[src/rtl/spislave.sv]
// spislave: SPI target that oversamples SCK/CS/MOSI in the system clock domain,
// deserialises MOSI into words and shifts a host-loaded word out on MISO.
module spislave #(
  parameter int              WIDTH       = 8,
  parameter int              SYNC_STAGES = 2,
  parameter logic [WIDTH-1:0] IDLE_WORD  = '1
) (
  input  logic             clock,
  input  logic             reset,
  input  logic             cpol,
  input  logic             cpha,
  input  logic             cspol,
  input  logic             spi_clock,
  input  logic             spi_cs,
  input  logic             spi_mosi,
  output logic             spi_miso,
  output logic             spi_miso_oe,
  input  logic [WIDTH-1:0] tx_data,
  input  logic             tx_load,
  output logic             tx_empty,
  output logic [WIDTH-1:0] rx_data,
  output logic             rx_valid,
  output logic             underrun,
  input  logic             flag_clear,
  output logic             busy
);
  localparam int CW = $clog2(WIDTH);
  typedef enum logic {IDLE, ACTIVE} state_t;
  state_t r_state, w_next;
  logic [SYNC_STAGES-1:0] r_sck_sync, r_cs_sync, r_mosi_sync;
  logic r_sck_d, r_cs_d, r_load_pending, r_tx_empty, r_rx_valid, r_underrun;
  logic [CW-1:0] r_cnt;
  logic [WIDTH-1:0] r_sr, r_buf, r_rx_data;
  logic [WIDTH-2:0] r_rx;
  logic w_sck, w_cs_act, w_mosi, w_rise, w_fall, w_sample, w_shift;
  logic w_cs_rise, w_cs_fall, w_enter, w_exit, w_run, w_load;
  logic [WIDTH-1:0] w_rx_next;
  assign w_sck     = r_sck_sync[SYNC_STAGES-1];
  assign w_cs_act  = r_cs_sync[SYNC_STAGES-1] ^ cspol;
  assign w_mosi    = r_mosi_sync[SYNC_STAGES-1];
  assign w_rise    = w_sck & ~r_sck_d;
  assign w_fall    = ~w_sck & r_sck_d;
  assign w_sample  = (cpol == cpha) ? w_rise : w_fall;
  assign w_shift   = (cpol == cpha) ? w_fall : w_rise;
  assign w_cs_rise = w_cs_act & ~r_cs_d;
  assign w_cs_fall = ~w_cs_act & r_cs_d;
  assign w_enter   = (r_state == IDLE) && w_cs_rise;
  assign w_exit    = (r_state == ACTIVE) && w_cs_fall;
  assign w_run     = (r_state == ACTIVE) && !w_cs_fall;
  assign w_load    = (w_enter && !cpha) || (w_run && w_shift && r_load_pending);
  assign w_rx_next = {r_rx, w_mosi};
  always_comb w_next = w_enter ? ACTIVE : w_exit ? IDLE : r_state;
  always_ff @(posedge clock)
    if (!reset) r_state <= IDLE;
    else r_state <= w_next;
  always_ff @(posedge clock) begin
    if (!reset) begin
      r_sck_sync     <= {SYNC_STAGES{cpol}};
      r_mosi_sync    <= {SYNC_STAGES{cpol}};
      r_sck_d        <= cpol;
      // CS comes out of reset looking already active, so a CS held low
      // through reset never fakes an assertion; only a fresh one starts a word
      r_cs_sync      <= {SYNC_STAGES{~cspol}};
      r_cs_d         <= 1'b1;
      r_load_pending <= 1'b0;
      r_tx_empty     <= 1'b1;
      r_rx_valid     <= 1'b0;
      r_underrun     <= 1'b0;
      r_cnt          <= '0;
      r_sr           <= IDLE_WORD;
      r_buf          <= '0;
      r_rx_data      <= '0;
      r_rx           <= '0;
    end else begin
      r_sck_sync  <= {r_sck_sync[SYNC_STAGES-2:0], spi_clock};
      r_cs_sync   <= {r_cs_sync[SYNC_STAGES-2:0], spi_cs};
      r_mosi_sync <= {r_mosi_sync[SYNC_STAGES-2:0], spi_mosi};
      r_sck_d     <= w_sck;
      r_cs_d      <= w_cs_act;
      r_rx_valid  <= 1'b0;
      if (flag_clear) r_underrun <= 1'b0;
      if (w_load) begin
        if (!r_tx_empty) begin
          r_sr       <= r_buf;
          r_tx_empty <= 1'b1;
        end else begin
          r_sr       <= IDLE_WORD;
          r_underrun <= 1'b1;
        end
      end else if (w_run && w_shift) r_sr <= r_sr << 1;
      // a same-cycle host write lands after the load has taken the old word
      if (tx_load) begin
        r_buf      <= tx_data;
        r_tx_empty <= 1'b0;
      end
      if (w_enter) begin
        r_cnt          <= '0;
        r_load_pending <= cpha;
      end else if (w_exit) begin
        r_cnt          <= '0;
        r_load_pending <= 1'b0;
      end else if (w_run) begin
        if (w_shift) r_load_pending <= 1'b0;
        if (w_sample) begin
          r_rx <= w_rx_next[WIDTH-2:0];
          if (r_cnt == CW'(WIDTH - 1)) begin
            r_rx_data      <= w_rx_next;
            r_rx_valid     <= 1'b1;
            r_cnt          <= '0;
            r_load_pending <= 1'b1;
          end else r_cnt <= r_cnt + CW'(1);
        end
      end
    end
  end
  assign spi_miso    = r_sr[WIDTH-1];
  assign spi_miso_oe = (r_state == ACTIVE);
  assign busy        = (r_state == ACTIVE);
  assign tx_empty    = r_tx_empty;
  assign rx_data     = r_rx_data;
  assign rx_valid    = r_rx_valid;
  assign underrun    = r_underrun;
endmodule

[config.mk]
export PLATFORM = sky130hd
export DESIGN_NAME = spislave
export DESIGN_NICKNAME = d
export VERILOG_FILES = /design/src/rtl/spislave.sv
export SDC_FILE = /design/constraint.sdc
export NUM_CORES = 1
export LEC_CHECK = 0
export ABC_AREA = 1
export CAP_MARGIN = 30
export CORE_ASPECT_RATIO = 0.7
export CORE_UTILIZATION = 35
export CTS_CLUSTER_DIAMETER = 150
export CTS_CLUSTER_SIZE = 40
export DETAILED_ROUTE_END_ITERATION = 7
export PLACE_DENSITY = 0.6
export SLEW_MARGIN = 0
export SYNTH_ARGS = -nofsm -noshare
export SYNTH_HDL_FRONTEND = slang
export SYNTH_SLANG_ARGS = --single-unit
[constraint.sdc]
create_clock -name clock -period 1.29 [get_ports clock]
set_clock_uncertainty 0.05 [all_clocks]
set_input_delay 0.387 -clock clock [delete_from_list [all_inputs] [get_ports clock]]
set_output_delay 0.387 -clock clock [all_outputs]
set_load 0.005 [all_outputs]
==> flow_summary_export.csv, run 1 <==
group,metric,value,unit
floorplanning,placementRows,22,
power_and_ir_drop,leakage,0.001454,uW
clock_network,root_buffer,"clkbuf_8",
floorplanning,coreArea,5423,sq um
floorplanning,boundaryPins,32,
route,vias,1823,
route,drtPass1Iterations,4,
worst_setup_path,crit_arrival,1.52,ns
placement,globalplace.congestion,0.7521,
flow_run,drv_cap,0,
floorplanning,die-area,6145,sq um
synthesis,yosysWarnings,0,
synthesis,async_flop_share,0,%
power_and_ir_drop,irDropWorstVdd,0.0004746,V
grt,grt-ovfl-total,0,
timing,setup_slack,-0.09316,ns
layout,drive_gt1_share,38.86,%
synthesis,ys.flop_type,"dfxtp_1",
clock_network,cts_buffer_depth,2,
layout,stdcell_area,2989,sq um
route,finalWirelength,4427,um
placement,dpl-instance-area,2551,sq um
placement,place_ws,-0.6551,ns
timing,slew_violations,0,
grt,track_usage,14.79,%
grt,grt_first_pass_wirelength,7086,um
placement,port-buffer-count,31,
timing,relSlewSlack,83.06,%
synthesis,synth_area,2041,sq um
clock_network,clk_latency,0.30,ns
grt,grt_pass1_vias,1609,
timing,fmax,0.7230,GHz
route,m1WireLength,2219,um
clock_network,cts_tree,"done",
worst_setup_path,r2r_slack,-0.09,ns
run_status,violations,"setup timing",
floorplanning,die_w,93.27,um
clock_network,cts.hold.buffers_added,0,
synthesis,yosysSeqAreaShare,46.11,%
synthesis,avgSynthCellArea,7.061,sq um
synthesis,synthCells,289,
placement,hpwl,2767,um
route,vias_per_cell,4.320,
worst_setup_path,worstPathRequired,1.43,ns
synthesis,ys_types,23,
route,first_iter_violations,43,
worst_setup_path,cp-end-kind,"flip-flop",
worst_setup_path,cp-startpoint,"busy",
route,met3_length,182,um
run_status,status,"finished, violations left",
layout,final_nets,369,
grt,antenna_found_initial,0,
worst_setup_path,critPathMaxFanout,5,
timing,finalSetupViolCount,25,
worst_setup_path,critical_path_class,"reg -> reg",
route,drc,0,
synthesis,ys_ff_latch,47,
synthesis,syn_nets,309,
clock_network,h-tree-depth,2,
timing,min_period,1.383,ns
route,avgRoutedWirePerCell,10.49,um
worst_setup_path,cp-start-kind,"flip-flop",
placement,dp_cells,402,
timing,fin_crit_sh,107.2,%
clock_network,clock-sinks,47,
layout,diodes,0,
timing,rsz0062_at_grt,"true",
clock_network,numCtsBuffers,5,
power_and_ir_drop,p_per_area,1092,nW/um^2
timing,setup-tns-final,-1.400,ns
layout,finalNonFillerCells,422,
layout,syn2layout_area_growth,46.47,%
clock_network,clk_pin_slew_worst_paths,0.09,ns
hold_path,min_path_type,"in -> reg",
floorplanning,die_y,65.89,um
floorplanning,start_util,37.63,%
timing,worstMarginPinSlew,0.2540,ns
route,top_layer,"met4",
synthesis,synth-edff-count,0,
worst_setup_path,r2r_start,"busy",
timing,hold_viol_final,0,
route,routed-wl-met2,2004,um
hold_path,hold_path_startpoint,"cpol",
grt,grt_max_degree,22,
power_and_ir_drop,p_total,3264,uW
route,ant_nets,0,
## worst paths after layout
kind	to	cells after the start
worst max register to register	r_sr[7]	10
worst min register to register	r_cs_sync[1]	2
worst max-delay path	r_sr[7]	10
worst min-delay path	r_sck_sync[0]	3
## cell families after synthesis
logic type | synth area share, %
buffers and inverters | 11.16
AO/OA/AOI/OAI | 9.258
flip-flops | 46.11
adder cells (fa/ha/maj) | 1.226
AND/OR/NAND/NOR | 32.25
## report_power, final
part	leakage, uW	total [uW]	switching [uW]	internal (uW)
clock	0.0000644	1270	501	773
sequential	0.000391	1550	36.2	1520
combinational	0.000999	436	226	210
total	0.00145	3260	763	2500
## placed cells by master (no fill, tap or decap), types with 10 or more instances in the layout
| cell type | synthesis | routed |
|---|---|---|
| clkbuf_2 | 0 | 13 |
| buf_4 | 3 | 18 |
| inv_1 | 43 | 41 |
| clkdlybuf4s50_1 | 0 | 14 |
| o21ai_2 | 1 | 10 |
| dfxtp_2 | 0 | 15 |
| nor2_1 | 29 | 27 |
| nand2_2 | 7 | 18 |
| nand3_1 | 24 | 16 |
| nand2_1 | 71 | 58 |
| dfxtp_1 | 47 | 32 |
## worst max-delay path, stage by stage, from the launching register on
cell	delay [ns]
dfxtp_2	0.33
buf_6	0.11
buf_6	0.11
inv_2	0.04
nand4_1	0.14
buf_6	0.18
buf_6	0.12
nand3_2	0.04
nand2_1	0.04
inv_1	0.07
nand3_2	0.05
## Yosys cell counts, types with 2 or more instances
cell type | instances | share of area, %
nand3_1 | 24 | 5.9
buf_4 | 3 | 1.1
inv_1 | 43 | 7.9
ha_1 | 2 | 1.2
or2_2 | 5 | 1.5
nand4_1 | 2 | 0.61
dfxtp_1 | 47 | 46
nor2_2 | 7 | 2.1
a21oi_1 | 11 | 2.7
clkbuf_1 | 5 | 0.92
inv_2 | 3 | 0.55
o211ai_1 | 2 | 0.74
o21ai_0 | 21 | 5.2
nor2_1 | 29 | 5.3
nand2_1 | 71 | 13
nand2_2 | 7 | 2.1
## metrics by stage
| stage | hold WS (ns) | util [%] |
|---|---|---|
| 4_1_cts | 0.3796 | 53.53 |
| 6_report | 0.3363 | 55.12 |
| 3_5_place_dp | 0.3612 | 47.05 |
| 3_3_place_gp | 0.3584 | 47.05 |
| 2_1_floorplan | 0.3532 | - |
| 5_1_grt | 0.3449 | 55.12 |
## cell type report
class                           count  area (sq um)
Sequential cell                    47         959.7
Tap cell                           72         90.09
Inverter                           48         192.7
Fill cell                         510          2434
Clock inverter                      3         67.56
Timing Repair inverter              1         6.256
Timing Repair Buffer               60         531.8
Multi-Input combinational cell    186          1072
Clock buffer                        5         68.82
## what timing repair did
action	in CTS	in global routing
gates cloned	1	2
endpoints found under the setup margin	44	45
buffers inserted	9	1
pin swaps	15	9
hold endpoints to repair	0	0
gates resized for setup	95	45
## flip-flops by register name (all words and copies together), names as in the netlist, 2 cells and up
| signal | count |
|---|---|
| rx_data | 8 |
| r_sr | 8 |
| r_cs_sync | 2 |
| r_buf | 8 |
| r_sck_sync | 2 |
| r_rx | 7 |
| r_cnt | 3 |
| r_mosi_sync | 2 |
## layer usage
layer	track usage [%]	vias to the layer above
met5	0	-
met4	3.846	0
met3	4.253	2
met2	23.99	32
met1	19.31	782
li1	-	1007
Note: power is estimated with default switching activity, not from simulation.
==> run 2: changes to the inputs <==
--- a/constraint.sdc
+++ b/constraint.sdc
@@ -4,2 +4,2 @@
 set_output_delay 0.387 -clock clock [all_outputs]
-set_load 0.005 [all_outputs]
+set_load 0.1 [all_outputs]
==> flow_summary_export.csv, run 2 (synthesis gave the netlist of run 1 again) <==
group,metric,value,unit
grt,antenna_found_initial,0,
power_and_ir_drop,switchingPower,861.9,uW
route,vias,1808,
clock_network,cts_buffer_depth,2,
worst_setup_path,crit_arrival,0.93,ns
floorplanning,placementRows,22,
layout,utilization,55.84,%
timing,rsz0062_at_grt,"true",
power_and_ir_drop,p_per_area,987.1,nW/um^2
grt,grt_pass1_vias,1614,
worst_setup_path,rr_endpoint,"r_sr[3]",
layout,diodes,0,
power_and_ir_drop,power.internal,2127,uW
run_status,status,"finished, violations left",
hold_path,hold_end,"r_cs_d",
timing,hold_viol_final,0,
clock_network,root_buffer,"clkbuf_8",
clock_network,clk_pin_slew_worst_paths,0.09,ns
clock_network,cts.hold.buffers_added,0,
floorplanning,die-area,6145,sq um
layout,final_cell_mix,"57 x nand2_1, 35 x inv_1, 31 x dfxtp_1",
timing,slew_violations,0,
clock_network,clk_latency,0.31,ns
timing,relSlewSlack,85.48,%
worst_setup_path,r2r_slack,-0.05,ns
floorplanning,boundaryPins,32,
route,drc,0,
floorplanning,start_util,37.63,%
worst_setup_path,critPathMaxStageDelay,0.35,ns
timing,fin_crit_sh,106.2,%
placement,hpwl,2855,um
timing,worstMarginPinSlew,0.2164,ns
clock_network,cts_tree,"done",
hold_path,holdPathStages,3,
layout,final_nets,360,
timing,min_period,1.370,ns
timing,fmax,0.7297,GHz
floorplanning,die_y,65.89,um
power_and_ir_drop,leakage,0.001423,uW
power_and_ir_drop,irDropWorstVdd,0.0004898,V
clock_network,numCtsBuffers,5,
placement,globalplace.congestion,0.7340,
worst_setup_path,cp_cell_sequence,"buf_6 -> buf_12",
floorplanning,die_w,93.27,um
hold_path,hold_path_startpoint,"cspol",
power_and_ir_drop,clockPowerShare,30.5,%
worst_setup_path,r2r_start,"busy",
route,avgRoutedWirePerCell,10.55,um
layout,syn2layout_area_growth,48.38,%
grt,grt_first_pass_wirelength,7217,um
timing,finalSetupViolCount,19,
route,drtPass1Iterations,4,
route,ant_nets,0,
worst_setup_path,cp-start-kind,"flip-flop",
timing,setup_slack,-0.08036,ns
worst_setup_path,critical_path_class,"reg -> out",
power_and_ir_drop,seq_power_share,52.1,%
route,finalWirelength,4356,um
layout,final_common_cell,"nand2_1",
placement,place_ws,-0.6778,ns
power_and_ir_drop,combPwrFrac,17.4,%
grt,track_usage,15.29,%
power_and_ir_drop,switching_share,28.84,%
hold_path,min_path_type,"in -> reg",
flow_run,drv_cap,0,
route,vias_per_cell,4.378,
worst_setup_path,rr_worst_depth,8,
worst_setup_path,crit_slowest_cell,"dfxtp_4",
clock_network,clock-sinks,47,
floorplanning,coreArea,5423,sq um
layout,drive_gt1_share,38.42,%
run_status,violations,"setup timing",
route,first_iter_violations,59,
grt,grt-ovfl-total,0,
worst_setup_path,critPathMaxFanout,2,
timing,setup-tns-final,-0.7243,ns
grt,grt_max_degree,21,
placement,port-buffer-count,31,
worst_setup_path,worstPathRequired,0.85,ns
worst_setup_path,cp-end-kind,"primary output",
clock_network,h-tree-depth,2,
[run 2: cell types whose count changed in the layout (fill, tap and decap cells not counted), moves of 3 or more]
cell      change
nand3_2       -4
buf_6         -4
inv_2         +6
buf_12       +12
nand3_1       +3
nand2_4       +6
clkbuf_2     -12
inv_1         -6
nand2_2       -6
buf_4         -4
[run 2: how the worst max path moves through the flow]
stage,startpoint,to,slack [ns],cells past startpoint
floorplan,busy,rx_data[0],-0.01,8
finish,busy,spi_miso_oe,-0.08,2
global route,r_cs_sync[1],r_sr[2],-0.13,9
detailed placement,cpol,r_rx[2],-0.68,9
CTS,busy,spi_miso_oe,-0.09,2
global placement,cpol,rx_data[1],-0.65,11
[run 2: through the flow]
| stage | std cells | hold WS, ns | total power, uW | instance area [sq um] |
|---|---|---|---|---|
| CTS | 412 | 0.3549 | 2989 | 2912 |
| floorplan | 289 | 0.3532 | 1868 | 2110 |
| global route | 413 | 0.3429 | 3151 | 3028 |
| detailed placement | 396 | 0.3722 | 2032 | 2691 |
| global placement | 396 | 0.3577 | 2029 | 2691 |
| finish | 413 | 0.3252 | 2989 | 3028 |
[run 2: power groups by stage]
stage	logic, uW	registers [uW]	clock network, uW
3_5_place_dp	442	1590	0
3_3_place_gp	438	1590	0
2_1_floorplan	242	1630	0
4_1_cts	489	1550	945
6_report	520	1560	911
5_1_grt	573	1570	1010
[run 2: worst max-delay path, delay by kind of cell (launching register included)]
family	cells	cell delay (ns)
DFF	1	0.35
buffers and inverters	2	0.28
[run 2: area by class of cell]
| cell class | instances | area, sq um |
|---|---|---|
| Timing Repair Buffer | 51 | 600.6 |
| Timing Repair inverter | 1 | 6.256 |
| Sequential cell | 47 | 965.9 |
| Multi-Input combinational cell | 186 | 1081 |
| Clock inverter | 3 | 22.52 |
| Clock buffer | 5 | 68.82 |
| Tap cell | 72 | 90.09 |
| Inverter | 48 | 192.7 |
| Fill cell | 480 | 2395 |
[run 2: what timing repair did]
action                     CTS  global route
gates cloned                 3             0
pin swaps                   11            10
resized for setup           41            42
setup endpoints to repair   43            43
setup buffers                5             1
[run 2: metal layers]
| metal | up-vias | share of wire [%] | routed length [um] | global-route usage (%) |
|---|---|---|---|---|
| met3 | 7 | 3.5 | 152 | 3.793 |
| met4 | 0 | 1.3 | 58 | 5.769 |
| met5 | - | 0 | 0 | 0 |
| met1 | 776 | 52 | 2265 | 20.36 |
| li1 | 997 | - | - | - |
| met2 | 28 | 43 | 1879 | 23.90 |
